==> config.mk <==
export PLATFORM = sky130hd
export DESIGN_NAME = acc_bus_sequencer_flat
export DESIGN_NICKNAME = d
export VERILOG_FILES = /design/src/rtl/acc_bus_pkg.sv /design/src/rtl/acc_bus_sequencer_if.sv /design/src/rtl/acc_seq_counter.sv /design/src/rtl/acc_bus_sequencer.sv /design/src/flat_wrapper.sv
export SDC_FILE = /design/constraint.sdc
export NUM_CORES = 1
export LEC_CHECK = 0
export ABC_AREA = 1
export CORE_MARGIN = 4
export CORE_UTILIZATION = 46
export CTS_BUF_LIST = sky130_fd_sc_hd__clkbuf_2
export DETAILED_ROUTE_END_ITERATION = 7
export HOLD_SLACK_MARGIN = 0.15
export PLACE_DENSITY_LB_ADDON = 0.1
export SLEW_MARGIN = 0
export SYNTH_ARGS = -nofsm -noshare
export SYNTH_HDL_FRONTEND = slang
export SYNTH_HIERARCHICAL = 1
export SYNTH_SLANG_ARGS = --single-unit
==> constraint.sdc <==
create_clock -name CLK -period 3.5 [get_ports CLK]
set_input_delay 0.35 -clock CLK [delete_from_list [all_inputs] [get_ports CLK]]
set_output_delay 0.35 -clock CLK [all_outputs]
set_load 0.01 [all_outputs]
==> src/rtl/acc_bus_pkg.sv <==
// Shared types and constants for the accumulator/addend bus sequencer.
package acc_bus_pkg;

  // Default datapath and run-length widths
  localparam int DEF_DATA_W = 8;
  localparam int DEF_CNT_W  = 4;

  // Sequencer states
  typedef enum logic [2:0] {
    ST_IDLE,
    ST_LOAD_FIRST,
    ST_LOAD_ADDEND,
    ST_ADD,
    ST_DONE
  } state_e;

  // Strobe vector encodings, ordered {EnIn, EnAd, LdAc, LdAd}
  localparam logic [3:0] CTL_IDLE    = 4'b0000;
  localparam logic [3:0] CTL_LDAC_IN = 4'b1010;
  localparam logic [3:0] CTL_LDAD_IN = 4'b1001;
  localparam logic [3:0] CTL_ADD     = 4'b0110;

endpackage

==> src/rtl/acc_bus_sequencer_if.sv <==
// Operand stream, run control and datapath strobe bundle for the sequencer.
interface acc_bus_sequencer_if
  import acc_bus_pkg::*;
#(
  parameter int DATA_W = DEF_DATA_W,
  parameter int CNT_W  = DEF_CNT_W
);
  logic              start;
  logic [CNT_W-1:0]  len;
  logic              abort;
  logic              in_valid;
  logic [DATA_W-1:0] in_data;
  logic              in_ready;
  logic [DATA_W-1:0] input_data;
  logic              EnIn;
  logic              EnAd;
  logic              LdAc;
  logic              LdAd;
  logic              busy;
  logic              done;

  // Sequencer side
  modport slave (
    input  start, len, abort, in_valid, in_data,
    output in_ready, input_data, EnIn, EnAd, LdAc, LdAd, busy, done
  );

  // Operand source / controller side
  modport master (
    output start, len, abort, in_valid, in_data,
    input  in_ready, input_data, EnIn, EnAd, LdAc, LdAd, busy, done
  );
endinterface

==> src/rtl/acc_seq_counter.sv <==
// Loadable down-counter tracking the operands still to be accepted in a run.
module acc_seq_counter #(
  parameter int CNT_W = 4
) (
  input  logic             CLK,
  input  logic             RST_N,
  input  logic             load_i,
  input  logic [CNT_W-1:0] load_val_i,
  input  logic             dec_i,
  output logic             is_one_o,
  output logic             is_zero_o
);

  localparam logic [CNT_W-1:0] ONE = {{(CNT_W-1){1'b0}}, 1'b1};

  logic [CNT_W-1:0] count_q;
  logic [CNT_W-1:0] count_d;

  // Next count: load wins over decrement; never wraps below zero
  always_comb begin
    count_d = count_q;
    if (load_i) begin
      count_d = load_val_i;
    end else if (dec_i && (count_q != '0)) begin
      count_d = count_q - ONE;
    end
  end

  // Count register
  always_ff @(posedge CLK or negedge RST_N) begin
    if (!RST_N) begin
      count_q <= '0;
    end else begin
      count_q <= count_d;
    end
  end

  assign is_one_o  = (count_q == ONE);
  assign is_zero_o = (count_q == '0);

endmodule

==> src/rtl/acc_bus_sequencer.sv <==
// Control sequencer for the accumulator/addend bus datapath: loads the first
// operand into the accumulator, then alternates addend load and add-back.
module acc_bus_sequencer
  import acc_bus_pkg::*;
#(
  parameter int DATA_W = DEF_DATA_W,
  parameter int CNT_W  = DEF_CNT_W
) (
  input  logic                 CLK,
  input  logic                 RST_N,
  acc_bus_sequencer_if.slave   bus
);

  state_e     state_q;
  state_e     state_d;
  logic [3:0] ctl;
  logic       ready;
  logic       done_pulse;
  logic       cnt_load;
  logic       cnt_dec;
  logic       rem_is_one;
  logic       rem_is_zero;

  acc_seq_counter #(
    .CNT_W (CNT_W)
  ) u_remaining (
    .CLK        (CLK),
    .RST_N      (RST_N),
    .load_i     (cnt_load),
    .load_val_i (bus.len),
    .dec_i      (cnt_dec),
    .is_one_o   (rem_is_one),
    .is_zero_o  (rem_is_zero)
  );

  // State register
  always_ff @(posedge CLK or negedge RST_N) begin
    if (!RST_N) begin
      state_q <= ST_IDLE;
    end else begin
      state_q <= state_d;
    end
  end

  // Next-state and strobe decode; abort silences everything in its cycle
  always_comb begin
    state_d    = state_q;
    ctl        = CTL_IDLE;
    ready      = 1'b0;
    done_pulse = 1'b0;
    cnt_load   = 1'b0;
    cnt_dec    = 1'b0;
    unique case (state_q)
      ST_IDLE: begin
        if (!bus.abort && bus.start) begin
          if (bus.len != '0) begin
            cnt_load = 1'b1;
            state_d  = ST_LOAD_FIRST;
          end else begin
            state_d  = ST_DONE;
          end
        end
      end
      ST_LOAD_FIRST: begin
        if (bus.abort) begin
          state_d = ST_IDLE;
        end else begin
          ready = 1'b1;
          if (bus.in_valid) begin
            ctl     = CTL_LDAC_IN;
            cnt_dec = 1'b1;
            state_d = rem_is_one ? ST_DONE : ST_LOAD_ADDEND;
          end
        end
      end
      ST_LOAD_ADDEND: begin
        if (bus.abort) begin
          state_d = ST_IDLE;
        end else begin
          ready = 1'b1;
          if (bus.in_valid) begin
            ctl     = CTL_LDAD_IN;
            cnt_dec = 1'b1;
            state_d = ST_ADD;
          end
        end
      end
      ST_ADD: begin
        if (bus.abort) begin
          state_d = ST_IDLE;
        end else begin
          ctl     = CTL_ADD;
          state_d = rem_is_zero ? ST_DONE : ST_LOAD_ADDEND;
        end
      end
      ST_DONE: begin
        done_pulse = !bus.abort;
        state_d    = ST_IDLE;
      end
      default: begin
        state_d = ST_IDLE;
      end
    endcase
  end

  assign bus.in_ready   = ready;
  assign bus.input_data = DATA_W'(bus.in_data);
  assign bus.EnIn       = ctl[3];
  assign bus.EnAd       = ctl[2];
  assign bus.LdAc       = ctl[1];
  assign bus.LdAd       = ctl[0];
  assign bus.busy       = (state_q != ST_IDLE);
  assign bus.done       = done_pulse;

endmodule

==> src/flat_wrapper.sv <==
// flat-port wrapper written by rule: the top's interface ports become plain ports
module acc_bus_sequencer_flat import acc_bus_pkg::*;
#(
  parameter int DATA_W = DEF_DATA_W,
  parameter int CNT_W  = DEF_CNT_W
)
  (CLK, RST_N, bus_start, bus_len, bus_abort, bus_in_valid, bus_in_data, bus_in_ready, bus_input_data, bus_EnIn, bus_EnAd, bus_LdAc, bus_LdAd, bus_busy, bus_done);
  acc_bus_sequencer_if #(.DATA_W(DATA_W), .CNT_W(CNT_W)) bus_i ();
  input  logic CLK;
  input  logic RST_N;
  input wire logic [$bits(bus_i.start)-1:0] bus_start;
  input wire logic [$bits(bus_i.len)-1:0] bus_len;
  input wire logic [$bits(bus_i.abort)-1:0] bus_abort;
  input wire logic [$bits(bus_i.in_valid)-1:0] bus_in_valid;
  input wire logic [$bits(bus_i.in_data)-1:0] bus_in_data;
  output wire logic [$bits(bus_i.in_ready)-1:0] bus_in_ready;
  output wire logic [$bits(bus_i.input_data)-1:0] bus_input_data;
  output wire logic [$bits(bus_i.EnIn)-1:0] bus_EnIn;
  output wire logic [$bits(bus_i.EnAd)-1:0] bus_EnAd;
  output wire logic [$bits(bus_i.LdAc)-1:0] bus_LdAc;
  output wire logic [$bits(bus_i.LdAd)-1:0] bus_LdAd;
  output wire logic [$bits(bus_i.busy)-1:0] bus_busy;
  output wire logic [$bits(bus_i.done)-1:0] bus_done;
  assign bus_i.start = bus_start;
  assign bus_i.len = bus_len;
  assign bus_i.abort = bus_abort;
  assign bus_i.in_valid = bus_in_valid;
  assign bus_i.in_data = bus_in_data;
  assign bus_in_ready = bus_i.in_ready;
  assign bus_input_data = bus_i.input_data;
  assign bus_EnIn = bus_i.EnIn;
  assign bus_EnAd = bus_i.EnAd;
  assign bus_LdAc = bus_i.LdAc;
  assign bus_LdAd = bus_i.LdAd;
  assign bus_busy = bus_i.busy;
  assign bus_done = bus_i.done;
  acc_bus_sequencer #(.DATA_W(DATA_W), .CNT_W(CNT_W)) u_core (.CLK(CLK), .RST_N(RST_N), .bus(bus_i));
endmodule
# == After elaboration in Yosys (flattened, before gate mapping) ==
# Cells that the tools add are included.
# word_totals
word_cells,49
register_bits,7
inputBits,17
# classes
n_eq_ne,8
n_reduce_logical,11
add_sub_neg,1
mux,27
# ops
op,n
3-bit 2-to-1 mux,10
4-bit 2-to-1 mux,6
3-bit one-hot mux with 4 select lines,1
4-bit one-hot mux with 3 select lines,1
1-bit 2-to-1 mux,9
4-bit nonzero test,2
3-bit by 2-bit == test with 1-bit output (second input constant),2
3-bit inequality test (second input constant),2
4-bit by 1-bit == test with 1-bit output (second input constant),1
4-bit zero test,1
4-bit by 1-bit subtractor with 4-bit output (second input constant),1
3-bit by 1-bit == test with 1-bit output (second input constant),1
3-bit == test (second input constant),1
3-bit zero test,1
3-bit AND reduction,1
3-bit nonzero test,1
1-bit logical AND,2
2-bit by 1-bit inequality test with 1-bit output (second input constant),1
2-bit nonzero test,1
2-bit OR reduction,1
1-bit zero test,1

# == Logic depth before layout (Yosys ltp) ==
# Gate-level depths: netlist of the first run.
# logic_depth
depth_word,6
mapped_depth,10

# == By module ==
# The synthesis of the first run kept the hierarchy.
# modules_own_cells
mod,area_each_um2,n_inst,cells_per_inst
acc_bus_sequencer,427.9,1,66
acc_seq_counter,290.3,1,43

# == Worst setup path before layout of the first run ==
# OpenSTA, ideal clock, no wires.
# synth_path
path_kind,register to register
start,register u_core.state_q[0]
end,register u_core.u_remaining.count_q[3]
required_ps,3383
period_less_slack_ps,1482
arrival_time_ps,1364
path_slack_ps,2018
path_stages_with_launch,9
setup_ps,117
cell_sequence,dfrtp_1 -> buf_6 -> nor2_2 -> nand3_1 -> nor2_1 -> inv_2 -> or2_0 -> nand3_1 -> nand2_1
# synth_between
elab_cells_between_ends,9
classes_between,eq/ne: 2; mux: 3; reduce/logical: 4
# synth_rtl
item,line_no,text
start: declaration,acc_bus_sequencer.sv:14,state_e state_q;
start signal: assignment,acc_bus_sequencer.sv:41,state_q <= state_d;
3-bit zero test (*),acc_bus_sequencer.sv:53,unique case (state_q)
1-bit 2-to-1 mux (*),acc_bus_sequencer.sv:53,
named net u_core.cnt_load,acc_bus_sequencer.sv:19,logic cnt_load;
4-bit 2-to-1 mux or 2-bit nonzero test (tied branches),--,
end signal: assignment,acc_seq_counter.sv:34,count_q <= count_d;
end: declaration,acc_seq_counter.sv:16,logic [CNT_W-1:0] count_q;
# Mark *: on every way through the listed nets, which the timed path passes. The rest lies on a longest branch.
# A chain may end at the register's enable or synchronous reset.

# == Worst setup path in the final report of the first run ==
# layout_path
start,input bus_abort
end,output bus_LdAd
# layout_between
elab_chain_cells,2
elab_cells_between_ends,3
classes_between,mux: 3
# layout_lines
item,line_no,text
start: declaration,flat_wrapper.sv:13,input wire logic [$bits(bus_i.abort)-1:0] bus_abort;
"4-bit 2-to-1 mux, on equally long branches","acc_bus_sequencer.sv:77, acc_bus_sequencer.sv:65",
4-bit one-hot mux with 3 select lines (*),acc_bus_sequencer.sv:53,
end: declaration,flat_wrapper.sv:21,output wire logic [$bits(bus_i.LdAd)-1:0] bus_LdAd;
# Every way passes the cells marked *; elsewhere a longest branch is shown, timed or not.

==> results.py, run 1 <==
metrics = {
    "outcome": {
        "status": "finished, final reports clean",
    },
    "setup_path": {
        "slowest_stage": "clkdlybuf4s50_1",
        "cp.arrival_ps": 1940,
        "critPathRequiredTime_ps": 3150,
        "cp_slowest_stage_delay_ps": 610,
        "cp_max_fo": 9,
        "ff2ff_path_depth": 7,
        "cp_common_cell": "clkdlybuf4s50_1",
        "critPathKind": "in2out",
        "cp_top_family": "buffers and inverters",
        "critical_path_buf_inv_count": 3,
        "cp-start-kind": "input pin",
        "cp-end-kind": "output pin",
        "path_cells": "clkdlybuf4s50_1 > inv_4 > nand4_1 > nor2_1 > clkdlybuf4s50_1",
        "path_depth": 5,
    },
    "global_routing": {
        "grt_pass1_vias": 560,
        "grt_use_total": 0.1487,
        "overflow": 0,
        "grt_pass1_wl_mm": 2.346,
        "antenna_found_initial": 0,
        "grt_max_degree": 10,
    },
    "layout": {
        "nNetsFinal": 138,
        "drive_above_1_share": 0.2119,
        "antenna_cells": 0,
        "final_cell_count_no_fill": 133,
        "multiInputGateArea_um2": 401.6,
        "area_delta_synth_final_pct": 14.81,
        "fill_cells": 140,
        "seq_area_um2": 175.2,
    },
    "worst_hold_path": {
        "hp-class": "in2async",
    },
    "timing": {
        "worst_pin_slew_ps": 411.2,
        "period_share": 0.6548,
        "rsz0062_at_grt": "no",
        "fmax_ghz": 0.4364,
        "hold_viol_final": 0,
        "fin_skew_ps": 1.519,
        "setup_viol": 0,
        "finalMaxSlewViolations": 0,
        "finalSetupTns_ps": 0,
        "slew_headroom": 0.7250,
        "min_period_ps": 2292,
    },
    "drt": {
        "drc": 0,
        "ant_nets": 0,
        "firstDrtPassIters": 4,
        "drtIter0Drc": 18,
        "via_count": 659,
        "postRouteWirelength_mm": 1.445,
        "viasPerCell": 4.955,
        "wl_per_cell_um": 10.86,
    },
    "clock_tree": {
        "ctsHoldBuffers": 0,
        "numCtsBuffers": 3,
        "h-tree-depth": 1,
        "cts-root-buf": "clkbuf_2",
        "ctsResizeCount": 0,
        "cts_tree": "done",
        "cts_sinks": 7,
        "clockBufferDepth": 2,
        "postCtsSetupBuffers": 0,
        "clk_pin_slew_ps": 70,
        "insertion_delay_ps": 220,
    },
    "yosys": {
        "synthCells": 109,
        "synth.avg_cell_area_um2": 6.589,
        "yosysWarnings": 6,
        "synth_area_um2": 718.2,
        "ys_seq_area_frac": 0.2439,
        "syn-num-nets": 128,
        "ys_seq_elements": 7,
        "yosysUniqueCellTypes": 20,
    },
    "placed_design": {
        "dp_cells": 129,
        "hpwl_mm": 1.212,
        "port_buffers": 15,
        "place.gp.congestion": 0.8058,
    },
    "floorplanning": {
        "fp.dieH_um": 47.52,
        "num_rows": 13,
        "ios": 32,
        "core_area_um2": 1383,
        "die_w_um": 47.52,
        "initial_core_util": 0.5195,
        "die_area_um2": 2258,
    },
    "pwr": {
        "p_leak_nw": 0.4182,
        "ir_drop_v": 0.0003867,
        "p_per_area_nw_per_um2": 725.7,
    },
    "job": {
        "drv_cap": 0,
    },
}
-- report_power, final --
group	internal, mW	leakage, nW	switching (mW)	total, mW
sequential	0.116	0.0898	0.0450	0.161
combinational	0.155	0.312	0.223	0.378
clock	0.0304	0.0166	0.0288	0.0592
-- cell families after synthesis --
family / synth area share
buf+inv: 0.1969
flops: 0.2439
compound gates: 0.04529
simple gates: 0.4791
fa+ha+maj: 0.03484
-- flip-flops by register name, summed over array words and instances (netlist names) --
| name | flops |
|---|---|
| u_core/state_q | 3 |
| u_core/u_remaining/count_q | 4 |
-- placed cells by master (no fill, tap or decap), types with 2 or more instances in the layout --
master / netlist / routed
ha_1: 2 / 2
nand4_1: 2 / 2
dfrtp_1: 7 / 7
inv_2: 4 / 4
nor2_2: 7 / 7
clkbuf_2: 0 / 4
o21ai_0: 3 / 3
o21ai_1: 2 / 2
nand3_2: 4 / 4
clkdlybuf4s50_1: 0 / 15
nand2_2: 3 / 3
inv_1: 10 / 10
nor3_2: 2 / 2
nand2_1: 26 / 26
nor2_1: 13 / 13
nand3_1: 10 / 10
-- per-layer routing --
metal,routed length [um],track usage,vias to the layer above
li1,-,-,360
met1,728,0.2197,275
met2,591,0.2005,18
met3,108,0.03383,6
met4,16,0.07182,0
met5,0,0,-
-- worst paths after layout --
check | endpoint | slack, ps | from
min reg2reg | u_core/u_remaining/count_q[3]$_DFFE_PN0P_ | 570 | u_core/u_remaining/count_q[3]$_DFFE_PN0P_
max | bus_LdAd | 1210 | bus_abort
max in group asynchronous | u_core/u_remaining/count_q[3]$_DFFE_PN0P_ | 2880 | RST_N
min in group CLK | u_core/u_remaining/count_q[3]$_DFFE_PN0P_ | 570 | u_core/u_remaining/count_q[3]$_DFFE_PN0P_
min | u_core/state_q[2]$_DFFE_PN0P_ | 380 | RST_N
max reg2reg | u_core/u_remaining/count_q[3]$_DFFE_PN0P_ | 1790 | u_core/state_q[0]$_DFFE_PN0P_
-- layout make-up --
class                           instances  share of cell area
Multi-Input combinational cell         77              0.4871
Sequential cell                         7              0.2124
Timing Repair Buffer                   15              0.1821
Inverter                               15             0.07132
Clock buffer                            4             0.02428
Tap cell                               15             0.02276
-- cells in the mapped netlist, drive strengths merged --
cell	number	area, um2
nand2	29	116.4
nor2	20	92.59
inv	15	58.81
nand3	14	90.09
buf	10	82.58
dfrtp	7	175.2
o21ai	5	25.02
ha	2	25.02
nand4	2	12.51
nor3	2	20.02
nor4	1	6.260
o31ai	1	7.510
or2	1	6.260
-- through the flow --
| stage | cell area, um2 | total power, mW | utilization | hold WS, ps | setup slack (ps) |
|---|---|---|---|---|---|
| global placement | 804.5 | 0.5347 | 0.5819 | 533.8 | 1234 |
| finish | 824.5 | 0.5984 | 0.5964 | 378.9 | 1208 |
| detailed placement | 804.5 | 0.5394 | 0.5819 | 555.7 | 1198 |
| CTS | 824.5 | 0.6007 | 0.5964 | 378.0 | 1192 |
| global route | 824.5 | 0.6610 | 0.5964 | 380.2 | 1087 |
| floorplan | 718.2 | 0.4485 | - | 54.41 | 2018 |
No activity file was read; power rests on OpenSTA's default activity.
==> run 2, diff against run 1 <==
--- a/config.mk
+++ b/config.mk
@@ -7,7 +7,7 @@
 export LEC_CHECK = 0
 export ABC_AREA = 1
 export CORE_MARGIN = 4
-export CORE_UTILIZATION = 46
+export CORE_UTILIZATION = 38
 export CTS_BUF_LIST = sky130_fd_sc_hd__clkbuf_2
 export DETAILED_ROUTE_END_ITERATION = 7
 export HOLD_SLACK_MARGIN = 0.15
==> constraint.sdc (replaced) <==
create_clock -name CLK -period 1.88 [get_ports CLK]
set_input_delay 0.188 -clock CLK [delete_from_list [all_inputs] [get_ports CLK]]
set_output_delay 0.188 -clock CLK [all_outputs]
set_load 0.01 [all_outputs]
==> run 2 against run 1 <==
  * Via count is 5.2% higher
  * Non-clock buffer count rose by 7
  * Critical endpoint is now bus_EnAd
  * First-iteration DRC count fell by 33%
  * Clock power rose by 77%
==> results.py, run 2 (synthesized netlist as in run 1, its figures left out) <==
metrics = {
    "floorplanning": {
        "ios": 32,
        "die_w_um": 51.48,
        "core_area_um2": 1764,
        "initial_core_util": 0.4071,
        "fp.dieH_um": 51.48,
        "die_area_um2": 2650,
        "num_rows": 15,
    },
    "setup_path": {
        "cp_top_family": "buffers and inverters",
        "path_depth": 5,
        "cp_slowest_stage_delay_ps": 540,
        "ff2ff_path_depth": 8,
        "cp_max_fo": 5,
        "cp-start-kind": "input pin",
        "cp-end-kind": "output pin",
        "critical_path_buf_inv_count": 4,
        "critPathRequiredTime_ps": 1690,
        "slowest_stage": "clkdlybuf4s50_1",
        "path_cells": "clkdlybuf4s50_1 > inv_4 > nand2_1 > inv_1 > clkdlybuf4s50_1",
        "critPathKind": "in2out",
        "cp.arrival_ps": 1520,
        "cp_common_cell": "clkdlybuf4s50_1",
    },
    "drt": {
        "via_count": 693,
        "top_layer": "met4",
        "met3_length_um": 102,
        "routed-wl-met2_um": 682,
        "postRouteWirelength_mm": 1.571,
        "wl_per_cell_um": 10.47,
        "viasPerCell": 4.620,
        "ant_nets": 0,
        "drtIter0Drc": 12,
        "firstDrtPassIters": 4,
        "wl_met1_um": 770,
        "drc": 0,
    },
    "clock_tree": {
        "h-tree-depth": 1,
        "clockBufferDepth": 2,
        "clk_pin_slew_ps": 70,
        "cts_sinks": 7,
        "ctsHoldBuffers": 0,
        "cts-root-buf": "clkbuf_2",
        "cts_tree": "done",
        "numCtsBuffers": 3,
        "insertion_delay_ps": 210,
    },
    "worst_hold_path": {
        "hp-class": "in2async",
    },
    "timing": {
        "min_period_ps": 1708,
        "fin_skew_ps": 0.5708,
        "rsz0062_at_grt": "no",
        "period_share": 0.9086,
        "slew_headroom": 0.8051,
        "finalMaxSlewViolations": 0,
        "setup_viol": 0,
        "hold_viol_final": 0,
        "finalSetupTns_ps": 0,
        "fmax_ghz": 0.5854,
        "worst_pin_slew_ps": 291.4,
    },
    "placed_design": {
        "dp_cells": 144,
        "port_buffers": 15,
        "place.gp.congestion": 0.8460,
        "place_area_um2": 854.6,
        "hpwl_mm": 1.306,
    },
    "layout": {
        "fill_cells": 190,
        "final_cell_count_no_fill": 150,
        "area_delta_synth_final_pct": 25.44,
        "antenna_cells": 0,
        "max_flop_register": "u_core/u_remaining/count_q",
        "largest_reg_flops": 4,
        "fin_area_um2": 900.9,
        "layout_commonest_cell": "nand2_1",
        "final_cell_mix": "nand2_1 (26), nor2_1 (13), clkdlybuf4s50_1 (10), inv_1 (10), nand3_1 (10)",
        "drive_above_1_share": 0.2720,
        "reg_top3": "u_core/u_remaining/count_q x4, u_core/state_q x3",
        "nNetsFinal": 145,
        "fin_util": 0.5106,
    },
    "global_routing": {
        "grt_pass1_vias": 614,
        "grt_use_total": 0.1246,
        "grt_max_degree": 9,
        "antenna_found_initial": 0,
        "overflow": 0,
        "grt_pass1_wl_mm": 2.532,
    },
    "job": {
        "drv_cap": 0,
    },
    "pwr": {
        "power_mw": 1.174,
        "ir_drop_v": 0.0006512,
        "p_per_area_nw_per_um2": 1303,
        "p_leak_nw": 0.5220,
    },
    "outcome": {
        "status": "finished, final reports clean",
    },
}
[run 2: metrics by stage]
step	hold WS, ps	setup slack (ps)
after floorplan	-107.6	398.2
after global placement	376.1	66.34
after detailed placement	376.1	52.17
after CTS	209.0	2.326
after global routing	219.4	40.68
final	215.4	171.9
[run 2: area by class of cell]
cell class                 instances  area [um2]  share of cell area
multi-input combinational         77       401.6              0.4458
timing repair buffer              22       211.5              0.2347
sequential                         7       177.7              0.1972
inverter                          15       58.81             0.06528
tap                               25       31.28             0.03472
clock buffer                       4       20.02             0.02222
[run 2: path summary, 6_finish.rpt]
check                                                          start                                        end  slack (ps)
hold / removal                                                 RST_N  u_core/u_remaining/count_q[3]$_DFFE_PN0P_         220
setup / recovery                                           bus_abort                                   bus_EnAd         170
max in group asynchronous                                      RST_N              u_core/state_q[0]$_DFFE_PN0P_        1420
min in group CLK                                      bus_in_data[5]                          bus_input_data[5]         380
hold reg to reg            u_core/u_remaining/count_q[3]$_DFFE_PN0P_  u_core/u_remaining/count_q[3]$_DFFE_PN0P_         540
setup reg to reg                       u_core/state_q[0]$_DFFE_PN0P_  u_core/u_remaining/count_q[3]$_DFFE_PN0P_         320
[run 2: metal layers]
metal,global-route usage,vias to the layer above
met2,0.1822,19
met3,0.02041,6
li1,-,366
met5,0,-
met1,0.1789,302
met4,0.05240,0
[run 2: repair_timing]
| action | 4_1_cts | 5_1_grt |
|---|---|---|
| hold endpoints to repair | 0 | 0 |
| setup buffers | 0 | 2 |
| setup endpoints to repair | 3 | 5 |
| gates resized for setup | 2 | 5 |
[run 2: power by group]
group / total (mW) / internal (mW) / switching, mW
combinational: 0.768 / 0.334 / 0.434
sequential: 0.301 / 0.220 / 0.0809
clock: 0.105 / 0.0565 / 0.0485
==> run 3, diff against run 2 <==
--- a/config.mk
+++ b/config.mk
@@ -6,13 +6,13 @@
 export NUM_CORES = 1
 export LEC_CHECK = 0
 export ABC_AREA = 1
+export CAP_MARGIN = 10
 export CORE_MARGIN = 4
 export CORE_UTILIZATION = 38
 export CTS_BUF_LIST = sky130_fd_sc_hd__clkbuf_2
 export DETAILED_ROUTE_END_ITERATION = 7
 export HOLD_SLACK_MARGIN = 0.15
 export PLACE_DENSITY_LB_ADDON = 0.1
-export SLEW_MARGIN = 0
 export SYNTH_ARGS = -nofsm -noshare
 export SYNTH_HDL_FRONTEND = slang
 export SYNTH_HIERARCHICAL = 1
==> results of run 3 <==
No change in the layout: final DEF, timing and power equal those of run 2.
